### src/rtl/uart_pkg.sv
`default_nettype none
// ----------------------------------------------------------------------------
// Package : uart_pkg
// Shared UART definitions: FSM state encoding, baud divisor helper, frame size.
// Rev     : 1.0
// ----------------------------------------------------------------------------
package uart_pkg;

  typedef enum logic [1:0] {
    IDLE  = 2'd0,
    START = 2'd1,
    DATA  = 2'd2,
    STOP  = 2'd3
  } uart_state_e;

  // Start + 8 data + stop
  localparam int unsigned c_frame_len = 10;

  function automatic int unsigned calc_bps_cnt(input int unsigned clk_freq,
                                               input int unsigned uart_bps);
    return clk_freq / uart_bps;
  endfunction

endpackage
`default_nettype wire

### src/rtl/uart_rx_sync.sv
`default_nettype none
// ----------------------------------------------------------------------------
// Module : uart_rx_sync
// Two-flop synchroniser for the serial line plus history flop for edge detect.
// Rev    : 1.0
// ----------------------------------------------------------------------------
module uart_rx_sync (
  input  logic clk_i,
  input  logic rst_n_i,
  input  logic rxd_i,
  output logic rxd_s,
  output logic fall
);

  logic       r_meta;
  logic       r_sync;
  logic       r_hist;
  logic [2:0] r_vld;

  always_ff @(posedge clk_i or negedge rst_n_i) begin
    if (!rst_n_i) begin
      r_meta <= 1'b1;
      r_sync <= 1'b1;
      r_hist <= 1'b1;
      r_vld  <= 3'b000;
    end else begin
      r_meta <= rxd_i;
      r_sync <= r_meta;
      r_hist <= r_sync;
      r_vld  <= {r_vld[1:0], 1'b1};
    end
  end

  // Edges are only trusted once the history flop holds a real line sample,
  // so a line already low when reset releases never looks like a start edge.
  assign rxd_s = r_sync;
  assign fall  = r_vld[2] & r_hist & ~r_sync;

endmodule
`default_nettype wire

### src/rtl/uart_recv.sv
`default_nettype none
// ----------------------------------------------------------------------------
// Module : uart_recv
// 8N1 UART receiver: mid-bit sampling, done strobe on good frame, ferr on bad stop.
// Rev    : 1.0
// ----------------------------------------------------------------------------
module uart_recv
  import uart_pkg::*;
#(
  parameter int unsigned CLK_FREQ = 50000000,
  parameter int unsigned UART_BPS = 9600
) (
  input  logic       clk_i,
  input  logic       rst_n_i,
  input  logic       uart_rxd_i,
  output logic [7:0] uart_dout_o,
  output logic       uart_done_o,
  output logic       uart_ferr_o,
  output logic       uart_rx_busy_o
);

  localparam int unsigned BPS_CNT  = calc_bps_cnt(CLK_FREQ, UART_BPS);
  localparam int unsigned HALF_CNT = BPS_CNT / 2;

  if (BPS_CNT < 4 || BPS_CNT >= 65536) begin : g_bad_bps_cnt
    $error("uart_recv: CLK_FREQ/UART_BPS must be in [4, 65535]");
  end

  localparam logic [15:0] c_bps_last  = 16'(BPS_CNT - 1);
  localparam logic [15:0] c_half_last = 16'(HALF_CNT - 1);

  logic        w_rxd_s;
  logic        w_fall;

  uart_state_e r_state;
  logic [15:0] r_clk_cnt;
  logic [2:0]  r_bit_cnt;
  logic [7:0]  r_shift;
  logic [7:0]  r_dout;
  logic        r_done;
  logic        r_ferr;

  uart_rx_sync u_sync (
    .clk_i   (clk_i),
    .rst_n_i (rst_n_i),
    .rxd_i   (uart_rxd_i),
    .rxd_s   (w_rxd_s),
    .fall    (w_fall)
  );

  always_ff @(posedge clk_i or negedge rst_n_i) begin
    if (!rst_n_i) begin
      r_state   <= IDLE;
      r_clk_cnt <= 16'd0;
      r_bit_cnt <= 3'd0;
      r_shift   <= 8'h00;
      r_dout    <= 8'h00;
      r_done    <= 1'b0;
      r_ferr    <= 1'b0;
    end else begin
      r_done <= 1'b0;
      r_ferr <= 1'b0;
      case (r_state)
        IDLE: begin
          if (w_fall) begin
            r_state   <= START;
            r_clk_cnt <= 16'd0;
            r_bit_cnt <= 3'd0;
          end
        end
        START: begin
          if (r_clk_cnt == c_half_last) begin
            r_state   <= w_rxd_s ? IDLE : DATA;
            r_clk_cnt <= 16'd0;
            r_bit_cnt <= 3'd0;
          end else begin
            r_clk_cnt <= r_clk_cnt + 16'd1;
          end
        end
        DATA: begin
          if (r_clk_cnt == c_bps_last) begin
            r_clk_cnt          <= 16'd0;
            r_shift[r_bit_cnt] <= w_rxd_s;
            r_bit_cnt          <= r_bit_cnt + 3'd1;
            if (r_bit_cnt == 3'd7) begin
              r_state <= STOP;
            end
          end else begin
            r_clk_cnt <= r_clk_cnt + 16'd1;
          end
        end
        STOP: begin
          // Leave at the stop-bit mid-point so a back-to-back start edge is caught.
          if (r_clk_cnt == c_bps_last) begin
            r_state   <= IDLE;
            r_clk_cnt <= 16'd0;
            r_bit_cnt <= 3'd0;
            if (w_rxd_s) begin
              r_dout <= r_shift;
              r_done <= 1'b1;
            end else begin
              r_ferr <= 1'b1;
            end
          end else begin
            r_clk_cnt <= r_clk_cnt + 16'd1;
          end
        end
        default: begin
          r_state   <= IDLE;
          r_clk_cnt <= 16'd0;
          r_bit_cnt <= 3'd0;
        end
      endcase
    end
  end

  assign uart_dout_o    = r_dout;
  assign uart_done_o    = r_done;
  assign uart_ferr_o    = r_ferr;
  assign uart_rx_busy_o = (r_state != IDLE);

endmodule
`default_nettype wire

### config.mk
export PLATFORM = sky130hd
export DESIGN_NAME = uart_recv
export DESIGN_NICKNAME = d
export VERILOG_FILES = /design/src/rtl/uart_pkg.sv /design/src/rtl/uart_rx_sync.sv /design/src/rtl/uart_recv.sv
export SDC_FILE = /design/constraint.sdc
export NUM_CORES = 1
export LEC_CHECK = 0
export CORE_MARGIN = 1.5
export CORE_UTILIZATION = 55
export CTS_CLUSTER_DIAMETER = 80
export DETAILED_ROUTE_END_ITERATION = 12
export PLACE_DENSITY_LB_ADDON = 0.15
export RECOVER_POWER = 50
export SYNTH_ARGS = -nofsm -noshare
export SYNTH_HDL_FRONTEND = slang
export SYNTH_SLANG_ARGS = --single-unit
export TNS_END_PERCENT = 50
### constraint.sdc
create_clock -name clk_i -period 2.6 [get_ports clk_i]
set_clock_uncertainty 0.05 [all_clocks]
set_input_delay 0.39 -clock clk_i [delete_from_list [all_inputs] [get_ports clk_i]]
set_output_delay 0.39 -clock clk_i [all_outputs]
set_load 0.1 [all_outputs]
==> impl_metrics.yaml, run 1 <==
yosys:
  yosys-top-cells-area: "dfrtp_1 (49%), mux2_2 (7.9%), dfstp_2 (3.7%)"
  syn_nets: 200
  synth_edf_count: 0
  synth_seq_cells: 45
  synth_cell_type_count: 39
  synthTopCellsByCount: "dfrtp_1 (42), nand2_1 (18), mux2_2 (15)"
  seq_area_frac_synth: 0.525
  yosys_warnings: 0
  syn_inst: 194
  synth_top_area_share: 0.489
  synthesis.area_mm2: 0.00215
  synth_most_common_cell: "dfrtp_1"
  yosysTopAreaCell: "dfrtp_1"
  async_reset_ff_frac: 1.00
  syn_avg_cell_area_um2: 11.1
  yosys_most_used_dff: "dfrtp_1"
clock_tree:
  clockRootBuffer: "clkbuf_8"
  htreeDepth: 2
  clk_pin_slew_ps: 90
  clk_latency_ps: 310
  cts_sinks: 45
  cts_tree: "yes"
  cts_buffers: 5
  cts_buffer_depth: 2
  post_cts_buffers: 0
timing:
  tightest_slew_ps: 945
  hold_ws_ps: 172
  max_freq_mhz: 405
  slew_viol_final: 0
  finalCriticalPeriod_ps: 2470
  slew_headroom: 0.370
  finalCritPeriodShare: 0.950
  rsz0062_at_grt: "no"
  final_hold_viol_count: 0
  setup_viol: 0
  tns_ps: 0
routing:
  drtIter0Drc: 123
  totalWireLength_um: 4230
  via_per_inst: 5.97
  drc: 0
  vias: 1607
  postRouteAntennaNets: 0
  drt-pass1-iter-count: 4
  wire_per_inst_um: 15.7
power_and_ir_drop:
  switching_share: 0.333
  p_comb_frac: 0.267
  power_leakage_nw: 1.17
  p_seq_frac: 0.472
  ir_drop_mv: 0.395
  p_int_mw: 1.09
  power.density_mw_per_mm2: 664
  p_switching_uw: 546
  clkPwrFrac: 0.260
setup_path:
  cp-start-kind: "flop"
  crit_chain: "or4_1 > or4_4 > a22o_4 > buf_4 > o41ai_1 > a31oi_1"
  cp.arrival_ps: 2600
  r2r_slack_ps: 130
  r2r-end: "r_clk_cnt[15]"
  crit_end: "r_clk_cnt[15]"
  cp.required_ps: 2740
  cp-end-kind: "flop"
  r2r_cells: 6
  critPathMaxFanout: 12
  max_stage_delay_ps: 600
  cp_num_buf_inv: 1
  cpLargestDelayFamily: "simple AND/OR/NAND/NOR gates"
  critical_path_class: "flop to flop"
  cpMaxStageDelayCell: "or4_4"
  cp.depth: 6
  rr_startpoint: "r_clk_cnt[7]"
  critPathLaunch: "r_clk_cnt[7]"
finish:
  n_antenna_cell: 0
  n_fill_cell: 286
  layoutNonFillerInstCount: 269
  nNetsFinal: 226
  drive_above_1_share: 0.262
  area_growth_pct: 14.8
global_routing:
  grt_max_degree: 46
  antenna_found_initial: 0
  grt_usage: 0.230
  grt_pass1_wl_um: 7440
  grt_pass1_vias: 1608
  global_route.overflow_total: 0
job:
  cap_violations: 0
placement:
  routabilityCongestion: 0.883
  numPortBuffers: 13
  dpl.hpwl_um: 3060
  placedCellCount: 261
run_status:
  status: "finished, final reports clean"
die:
  fp.dieW_um: 65.5
  die_area_mm2: 0.00429
  core.rowCount: 22
  die_h_um: 65.5
  fp.coreArea_mm2: 0.00372
  initial_core_util: 0.579
  io_pins: 14
hold_path:
  hold_class: "primary input to async pin"
## what timing repair did
action,in CTS,in global routing
hold buffers,0,0
endpoints found under the setup margin,0,13
gates resized for setup,0,2
## power groups by stage
stage | registers, mW | clock network (mW) | logic [mW]
floorplan | 0.782 | 0 | 0.317
global placement | 0.786 | 0 | 0.419
detailed placement | 0.788 | 0 | 0.432
CTS | 0.775 | 0.434 | 0.432
global route | 0.780 | 0.460 | 0.482
finish | 0.775 | 0.427 | 0.438
## worst reg2reg max path, delay by kind of cell (launching register included)
family,cells,cell delay (ps)
DFF,1,390
and+or+nand+nor,2,1180
buffers and inverters,1,190
AOI/OAI and AO/OA,3,530
## kinds of logic after synthesis
group                    share of synthesized area
flip-flops                                   0.525
AO/OA/AOI/OAI                                0.122
other                                      0.00174
buffers and inverters                       0.0401
XOR/XNOR                                    0.0244
AND/OR/NAND/NOR                              0.191
adder cells (fa/ha/maj)                     0.0175
multiplexers                                0.0785
## cell type report
| class | count | area (um^2) | share of cell area |
|---|---|---|---|
| Sequential cell | 45 | 1130 | 0.458 |
| Multi-Input combinational cell | 132 | 943 | 0.382 |
| Timing Repair Buffer | 30 | 225 | 0.0912 |
| Clock buffer | 6 | 72.6 | 0.0294 |
| Tap cell | 48 | 60.1 | 0.0243 |
| Inverter | 6 | 22.5 | 0.00912 |
| Clock inverter | 2 | 15.0 | 0.00608 |
## metal layers
metal | up-vias | track usage | wire length (um)
met2 | 31 | 0.361 | 2060
met1 | 805 | 0.319 | 1960
li1 | 763 | - | -
met3 | 8 | 0.0514 | 152
met4 | 0 | 0.0729 | 55
met5 | - | 0 | 0
## placed cells by master, fill, tap and decap left out, drive strengths merged, types with 6 or more instances in the layout
| master | instances |
|---|---|
| a21oi | 9 |
| a22o | 8 |
| a31oi | 9 |
| buf | 29 |
| clkbuf | 6 |
| dfrtp | 42 |
| inv | 6 |
| mux2 | 15 |
| nand2 | 18 |
| nand3 | 8 |
| nor2 | 7 |
| o21ai | 8 |
## registers in the layout, indices dropped and copies added, names as in the netlist, named ones only
register and cells:
uart_ferr_o 1, r_shift 8, uart_done_o 1, r_clk_cnt 16
u_sync.r_hist 1, r_bit_cnt 3, uart_dout_o 8, u_sync.rxd_s 1
u_sync.r_meta 1, r_state 1, u_sync.r_vld 3
## through the flow
step / area (um^2) / util / worst slack, ps / total power [mW]
after floorplan: 2150 / - / 183 / 1.10
after CTS: 2460 / 0.662 / 31.3 / 1.64
after detailed placement: 2370 / 0.638 / 54.1 / 1.22
after global routing: 2470 / 0.664 / 31.4 / 1.72
after global placement: 2370 / 0.638 / 81.0 / 1.20
final: 2470 / 0.664 / 131 / 1.64
## worst min path at each step
stage	cells after the start	endpoint	from
3_5_place_dp	0	u_sync.r_vld[1]	u_sync.r_vld[0]
3_3_place_gp	0	u_sync.r_vld[1]	u_sync.r_vld[0]
5_1_grt	1	r_clk_cnt[9]	rst_n_i
6_report	1	r_clk_cnt[15]	rst_n_i
4_1_cts	1	uart_dout_o[4]	rst_n_i
2_1_floorplan	0	async pin	rst_n_i
Note: power is estimated with default switching activity, not from simulation.
==> run 2, diff against run 1 <==
REMOVE_ABC_BUFFERS = 1   (was default)
==> impl_metrics.yaml, run 2 (synthesized netlist as in run 1, its figures left out) <==
setup_path:
  cp-end-kind: "flop"
  cp.arrival_ps: 2610
  cp-start-kind: "flop"
  critPathMaxFanout: 7
  r2r_cells: 7
  cp.required_ps: 2730
  critical_path_class: "flop to flop"
power_and_ir_drop:
  ir_drop_mv: 0.420
  power_leakage_nw: 1.18
  power.density_mw_per_mm2: 696
clock_tree:
  clockRootBuffer: "clkbuf_8"
  cts_buffer_depth: 2
  cts_tree: "yes"
  post_cts_resized: 0
  clk_pin_slew_ps: 80
  cts_sinks: 45
  htreeDepth: 2
  clk_latency_ps: 300
  post_cts_buffers: 0
  cts_hold_buffers: 0
  cts_buffers: 5
timing:
  worst_slack_ps: 122
  slew_headroom: 0.293
  tightest_slew_ps: 1060
  finalCritPeriodShare: 0.953
  slew_viol_final: 0
  final_hold_viol_count: 0
  rsz0062_at_grt: "no"
  setup_viol: 0
  tns_ps: 0
  finalCriticalPeriod_ps: 2480
  max_freq_mhz: 403
placement:
  numPortBuffers: 13
  pre_cts_ws_ps: 124
  routabilityCongestion: 0.908
  dpl.hpwl_um: 3200
global_routing:
  met3_usage: 0.0582
  grt_use_met2: 0.358
  grt_most_used_layer: "met1"
  global_route.overflow_total: 0
  grt_pass1_wl_um: 7860
  grt.met1_usage: 0.359
  grt_max_degree: 46
  grt_pass1_vias: 1608
  grt_usage: 0.244
  antenna_found_initial: 0
finish:
  nNetsFinal: 225
  final_cell_mix: "dfrtp_1 (42), buf_4 (27), nand2_1 (18)"
  final_common_cell: "dfrtp_1"
  largest_register_ffs: 16
  n_antenna_cell: 0
  drive_above_1_share: 0.259
  area_growth_pct: 15.5
  top_register: "r_clk_cnt"
  utilization: 0.669
die:
  die_area_mm2: 0.00429
  initial_core_util: 0.579
  core.rowCount: 22
  io_pins: 14
  fp.coreArea_mm2: 0.00372
  die_h_um: 65.5
  fp.dieW_um: 65.5
routing:
  drc: 0
  wire_per_inst_um: 16.8
  drtIter0Drc: 121
  vias: 1659
  via_per_inst: 6.19
  postRouteAntennaNets: 0
  drt-pass1-iter-count: 4
  totalWireLength_um: 4510
job:
  cap_violations: 0
run_status:
  status: "finished, final reports clean"
hold_path:
  hold_class: "primary input to async pin"
## run 2: path summary, 6_finish.rpt
kind | startpoint | to | slack [ps]
worst max-delay path | r_clk_cnt[0] | r_clk_cnt[5] | 120
worst min-delay path | rst_n_i | r_clk_cnt[11] | 220
worst max register to register | r_clk_cnt[0] | r_clk_cnt[5] | 120
worst min register to register | u_sync.r_vld[0] | u_sync.r_vld[1] | 310
max in group asynchronous | rst_n_i | r_clk_cnt[0] | 1630
min in group clk_i | u_sync.r_vld[0] | u_sync.r_vld[1] | 310
## run 2: power breakdown
| part | internal (mW) | switching (mW) |
|---|---|---|
| Combinational | 0.150 | 0.277 |
| Clock | 0.288 | 0.234 |
| Sequential | 0.745 | 0.0352 |
| Total | 1.18 | 0.546 |
## run 2: worst max-delay path, stage by stage (launching register included)
cell     delay [ps]
dfrtp_1         410
ha_1            190
or4bb_1         490
or4_4           480
a22o_4          310
buf_4           160
a41oi_1         220
a31oi_1          60
## run 2: metrics by stage
stage | cell area, um^2 | power [mW] | cells | hold WS (ps)
3_3_place_gp | 2360 | 1.19 | 260 | 283
2_1_floorplan | 2090 | 1.05 | 183 | 44.4
6_report | 2480 | 1.73 | 268 | 219
5_1_grt | 2480 | 1.82 | 268 | 321
4_1_cts | 2480 | 1.73 | 268 | 224
3_5_place_dp | 2360 | 1.21 | 260 | 297
## run 2: area by class of cell
class	count	area, um^2
clock inverter	2	38.8
clock buffer	6	72.6
multi-input combinational	132	943
fill	308	1230
tap	48	60.1
inverter	6	22.5
timing repair buffer	29	218
sequential	45	1130
## run 2: layer usage
metal  wire length, um  part of all wire
met4                55             0.012
met3               276             0.061
met2              2070              0.46
met5                 0                 0
met1              2110              0.47
==> RTL edit 1: new RTL, flow settings as in run 2 <==
Reset style: synchronous (`rst_n_i`), changed in 2 clocked blocks.
--- a/src/rtl/uart_rx_sync.sv
+++ b/src/rtl/uart_rx_sync.sv
@@ -18,5 +18,5 @@
   logic [2:0] r_vld;
 
-  always_ff @(posedge clk_i or negedge rst_n_i) begin
+  always_ff @(posedge clk_i) begin
     if (!rst_n_i) begin
       r_meta <= 1'b1;
--- a/src/rtl/uart_recv.sv
+++ b/src/rtl/uart_recv.sv
@@ -49,5 +49,5 @@
   );
 
-  always_ff @(posedge clk_i or negedge rst_n_i) begin
+  always_ff @(posedge clk_i) begin
     if (!rst_n_i) begin
       r_state   <= IDLE;
Formal check against the unedited RTL: differs if rst_n_i is asserted again (counterexample within 10 cycles, from zero or initial values and one cycle with rst_n_i low); with rst_n_i held inactive, the same outputs for 10 cycles.
==> RTL edit 1 against run 2 <==
- routed wire length fell by 11%
- cell area fell by 10%
- largest cell class is now multi-input gates
- count of clock-buffer cells in the layout fell by 1
- core utilization fell by 5.5 points
- hold slack improved by 150 ps
- setup slack improved by 140 ps
- final cell count rose by 9.3%
- sequential cell count did not move
- area after synthesis fell by 3.3%
Power is not compared: it rests on default switching activity, and its combinational part moved more than twofold at a synthesized area within 25%.
==> RTL edit 1: results (changes against run 2) <==
{| class="wikitable"
! Metric !! Value
|-
| Top post-synthesis cells by area || sky130_fd_sc_hd__dfxtp_1 (43%), sky130_fd_sc_hd__nand3_1 (6.0%), sky130_fd_sc_hd__a31oi_1 (5.7%)
|-
| Status || finished clean
|-
| Top cell type by total area after synthesis || sky130_fd_sc_hd__dfxtp_1
|-
| Met3 wirelength from detailed routing || 180 um (-35%)
|-
| Critical Path Sink || r_clk_cnt[7]
|-
| Pin count of the biggest net entering global routing || 34 (-26%)
|-
| Synth unique cells || 42 (+7.7%)
|-
| Cell class contributing the biggest share of worst-path delay || compound AO/OA/AOI/OAI gates
|-
| Layout cells sized above 1 || 6.94% (-19 points)
|-
| Total Nets Final || 250 (+11%)
|-
| First-pass GRT wire length || 7220 um (-8.2%)
|-
| Total Routing Usage GR || 22.1% (-2.3 points)
|-
| Routed met2 length || 1600 um (-22%)
|-
| Half-perimeter wire length after placement || 2870 um (-10%)
|-
| Drt wl/cell || 13.7 um (-18%)
|-
| Relative max-transition margin || 18.7% (-11 points)
|-
| Met1 Routed Length || 2140 um (+1.3%)
|-
| Data arrival at the endpoint of the critical path || 2520 ps (-90 ps)
|-
| Layout Cells excl Fill || 293 (+9.3%)
|-
| Largest fanout of any net on the critical path || 26 (+19)
|-
| Post-synth top cells || sky130_fd_sc_hd__dfxtp_1 (45), sky130_fd_sc_hd__nand3_1 (25), sky130_fd_sc_hd__nand2_1 (22)
|-
| Classification of the worst-slack hold path || reg2reg
|-
| Via density per instance || 5.90 (-4.6%)
|-
| Critical-path top delay cell || sky130_fd_sc_hd__o22ai_4
|-
| Minimum setup slack among reg-to-reg paths || 260 ps (+140 ps)
|-
| Count of filler cells inserted in the layout || 345 (+12%)
|-
| Vias in the first global route || 1511 (-6.0%)
|}
RTL edit 1: cell types whose count changed after synthesis, sizes merged, moves of 7 or more:
cell / delta
mux2: -15
nand3: +17
a21oi: -7
a31oi: +10
nor2: +7
mux2i: +11
dfxtp: +45
a22o: -8
dfrtp: -42
RTL edit 1: worst min path at each step:
stage | startpoint | to | slack (ps) | depth (start not counted)
4_1_cts | u_sync.r_meta | u_sync.rxd_s | 370 | 1
6_report | u_sync.r_meta | u_sync.rxd_s | 370 | 1
2_1_floorplan | u_sync.r_meta | u_sync.rxd_s | 340 | 1
3_3_place_gp | u_sync.r_meta | u_sync.rxd_s | 340 | 1
5_1_grt | u_sync.r_meta | u_sync.rxd_s | 390 | 1
3_5_place_dp | u_sync.r_meta | u_sync.rxd_s | 350 | 1
RTL edit 1: routing by layer:
metal / vias up / track usage (%)
li1: 881 / -
met1: 793 / 34.6
met2: 44 / 27.7
met3: 12 / 4.51
met4: 0 / 12.2
met5: - / 0
RTL edit 1: cells by family (layout without fill, tap and decap cells):
family	count (synthesis)	after routing	synth area share (%)
AND/OR/NAND/NOR	112	112	31.0
flip-flops	45	45	43.3
adder cells (fa/ha/maj)	3	3	1.81
buffers and inverters	22	33	5.41
multiplexers	11	11	5.30
AO/OA/AOI/OAI	41	41	13.1
RTL edit 1: worst register-to-register path, cell delays in order (launching register included):
cell and delay [ps]:
sky130_fd_sc_hd__dfxtp_1 340, sky130_fd_sc_hd__ha_1 270, sky130_fd_sc_hd__nor4bb_1 170, sky130_fd_sc_hd__and4_1 310
sky130_fd_sc_hd__o22ai_4 580, sky130_fd_sc_hd__buf_4 270, sky130_fd_sc_hd__nand3b_1 80, sky130_fd_sc_hd__a31oi_1 200
RTL edit 1: cell type report:
type                       count  area, sq um  area share (%)
clock buffer                   5         68.8            3.09
sequential                    45          901            40.4
clock inverter                 3         22.5            1.01
timing repair buffer          17         85.1            3.82
multi-input combinational    167         1060            47.6
inverter                       8         30.0            1.35
tap                           48         60.1            2.70
RTL edit 1: stage by stage:
stage / power [mW] / hold slack [ps] / setup WS (ps) / instance area (sq um)
4_1_cts: 1.18 / 374 / 326 / 2280
2_1_floorplan: 0.731 / 336 / 528 / 2000
3_3_place_gp: 0.754 / 339 / 400 / 2190
6_report: 1.17 / 369 / 259 / 2230
5_1_grt: 1.22 / 388 / 20.0 / 2230
3_5_place_dp: 0.754 / 352 / 335 / 2190
RTL edit 1: report_power, final:
group / internal, mW / total (mW) / switching [mW]
clock: 0.191 / 0.434 / 0.243
sequential: 0.694 / 0.698 / 0.00427
combinational: 0.0106 / 0.0379 / 0.0274
==> RTL edit 2: new RTL, config.mk and constraints of run 2 <==
Without the edit above. The parameter `UART_BPS` goes from 9600 to 4800.
--- a/src/rtl/uart_recv.sv
+++ b/src/rtl/uart_recv.sv
@@ -9,5 +9,5 @@
 #(
   parameter int unsigned CLK_FREQ = 50000000,
-  parameter int unsigned UART_BPS = 9600
+  parameter int unsigned UART_BPS = 4800
 ) (
   input  logic       clk_i,
Function: no difference found for any inputs over 10 cycles, from zero or initial values and one cycle with rst_n_i low; that may be too few to reach the edited logic, so the function may still have changed.
==> RTL edit 2 against run 2 <==
- sequential share of layout area increased by 1.2 points
- core utilization decreased by 2.2 points
- critical path type unchanged
- setup slack improved by 360 ps
- sequential cell count unchanged
- cell area decreased by 2.6%
- critical endpoint is now r_shift[2]
- routed wire length decreased by 11%
- via count decreased by 6.9%
- area after synthesis increased by 1.8%
- highest routed layer unchanged
- total power decreased by 4.8%
- largest cell class unchanged
==> RTL edit 2: results (changes against run 2) <==
{| class="wikitable"
! Metric !! Value
|-
| Status || finished clean
|-
| Classification of the worst-slack hold path || in2async
|-
| Xor and xnor area share after synthesis || 2.40% (-0.043 points)
|-
| Minimum setup slack among reg-to-reg paths || 490 ps (+360 ps)
|-
| Largest stage delay on the critical path || 410 ps (-80 ps)
|-
| Routability Congestion || 0.868 (-4.4%)
|-
| Total Nets Final || 215 (-4.4%)
|-
| Complex-gate fraction of the synthesized area || 12.5% (+0.36 points)
|-
| Antenna Cells || 0 (unchanged)
|-
| Layout cells sized above 1 || 22.9% (-3.1 points)
|-
| Count of filler cells inserted in the layout || 324 (+5.2%)
|-
| Depth of the worst register-to-register path || 6 (-1)
|-
| Setup WS pre-CTS || 505 ps (+381 ps)
|-
| CTS Buffer Depth || 2 (unchanged)
|-
| Post-synth top cells || sky130_fd_sc_hd__dfrtp_1 (42), sky130_fd_sc_hd__nand2_1 (13), sky130_fd_sc_hd__nor2_1 (11)
|-
| Peak ir drop on the vdd network || 517 uV (+23%)
|-
| Vias in the first global route || 1458 (-9.3%)
|-
| Yosys warning total || 0 (unchanged)
|-
| Multiplexer share of the synthesized area || 8.17% (+0.32 points)
|-
| Largest fanout of any net on the critical path || 6 (-1)
|-
| Via density per instance || 5.99 (-3.3%)
|-
| Reg2reg end || r_shift[2]
|-
| Htree depth || 2 (unchanged)
|-
| Kind of critical path || reg2reg
|-
| Total Routing Usage GR || 21.3% (-3.1 points)
|-
| Top post-synthesis cells by area || sky130_fd_sc_hd__dfrtp_1 (48%), sky130_fd_sc_hd__mux2_2 (5.1%), sky130_fd_sc_hd__dfstp_2 (3.6%)
|-
| Data arrival at the endpoint of the critical path || 2250 ps (-360 ps)
|-
| Beginning of the worst register-to-register path || r_clk_cnt[0]
|-
| Worst hold margin || 183 ps (-36.1 ps)
|-
| Number of flip-flops in the largest register || 16 (unchanged)
|-
| Synth unique cells || 51 (+31%)
|-
| Total wire length after detailed routing || 4030 um (-11%)
|-
| CP Buf/Inv Count || 0 (-1)
|-
| Sequential share of the synthesized area || 51.6% (-0.93 points)
|-
| Relative max-transition margin || 36.3% (+7.0 points)
|-
| Critical-path top delay cell || sky130_fd_sc_hd__dfrtp_1
|-
| Pin count of the biggest net entering global routing || 46 (unchanged)
|-
| First-pass GRT wire length || 6990 um (-11%)
|-
| Initial detailed-routing violation count || 105 (-13%)
|-
| Adder-Cell Fraction of Synth Area || 1.71% (-0.031 points)
|-
| Leakage power total || 1.13 nW (-4.5%)
|-
| Half-perimeter wire length after placement || 2890 um (-9.7%)
|}
RTL edit 2: cell count changes in the layout (fill, tap and decap cells not counted), sizes merged, moves of 2 or more:
cell	run 2	this run
nand4	4	6
nand2	18	13
o22ai	0	2
nor4bb	4	0
buf	27	15
nor3b	4	2
or4bb	2	0
nor2	7	12
or4	2	0
o21ai	8	11
and4bb	0	2
RTL edit 2: final cells by class:
| cell class | instances | area [sq um] | area share (%) |
|---|---|---|---|
| clock inverter | 2 | 13.8 | 0.568 |
| timing repair buffer | 16 | 120 | 4.96 |
| sequential | 45 | 1130 | 46.7 |
| clock buffer | 6 | 82.6 | 3.41 |
| multi-input combinational | 134 | 988 | 40.8 |
| inverter | 7 | 26.3 | 1.09 |
| tap | 48 | 60.1 | 2.48 |
RTL edit 2: metal layers:
layer	global-route usage, %	wire length [um]
met3	4.26	125
met4	8.42	70
met2	31.1	1880
met5	0	0
met1	31.2	1950
RTL edit 2: worst max-delay path by stage:
stage	end	start	cells past startpoint	slack, ps
2_1_floorplan	r_state[0]	flip-flop	5	320
3_3_place_gp	r_shift[4]	r_clk_cnt[0]	6	550
3_5_place_dp	r_shift[4]	r_clk_cnt[0]	6	500
4_1_cts	r_shift[4]	r_clk_cnt[0]	6	490
5_1_grt	uart_dout_o[1]	r_clk_cnt[0]	5	340
6_report	r_shift[2]	r_clk_cnt[0]	6	490
RTL edit 2: power by group:
group / internal [mW] / switching [mW] / total [mW]
sequential: 0.765 / 0.0908 / 0.856
combinational: 0.138 / 0.206 / 0.344
clock: 0.215 / 0.231 / 0.446
RTL edit 2: per-stage QoR:
step	total power [mW]	instances	instance area, sq um
global route	1.74	258	2420
finish	1.65	258	2420
detailed placement	1.21	250	2320
CTS	1.65	258	2420
global placement	1.19	250	2320
floorplan	1.10	186	2140
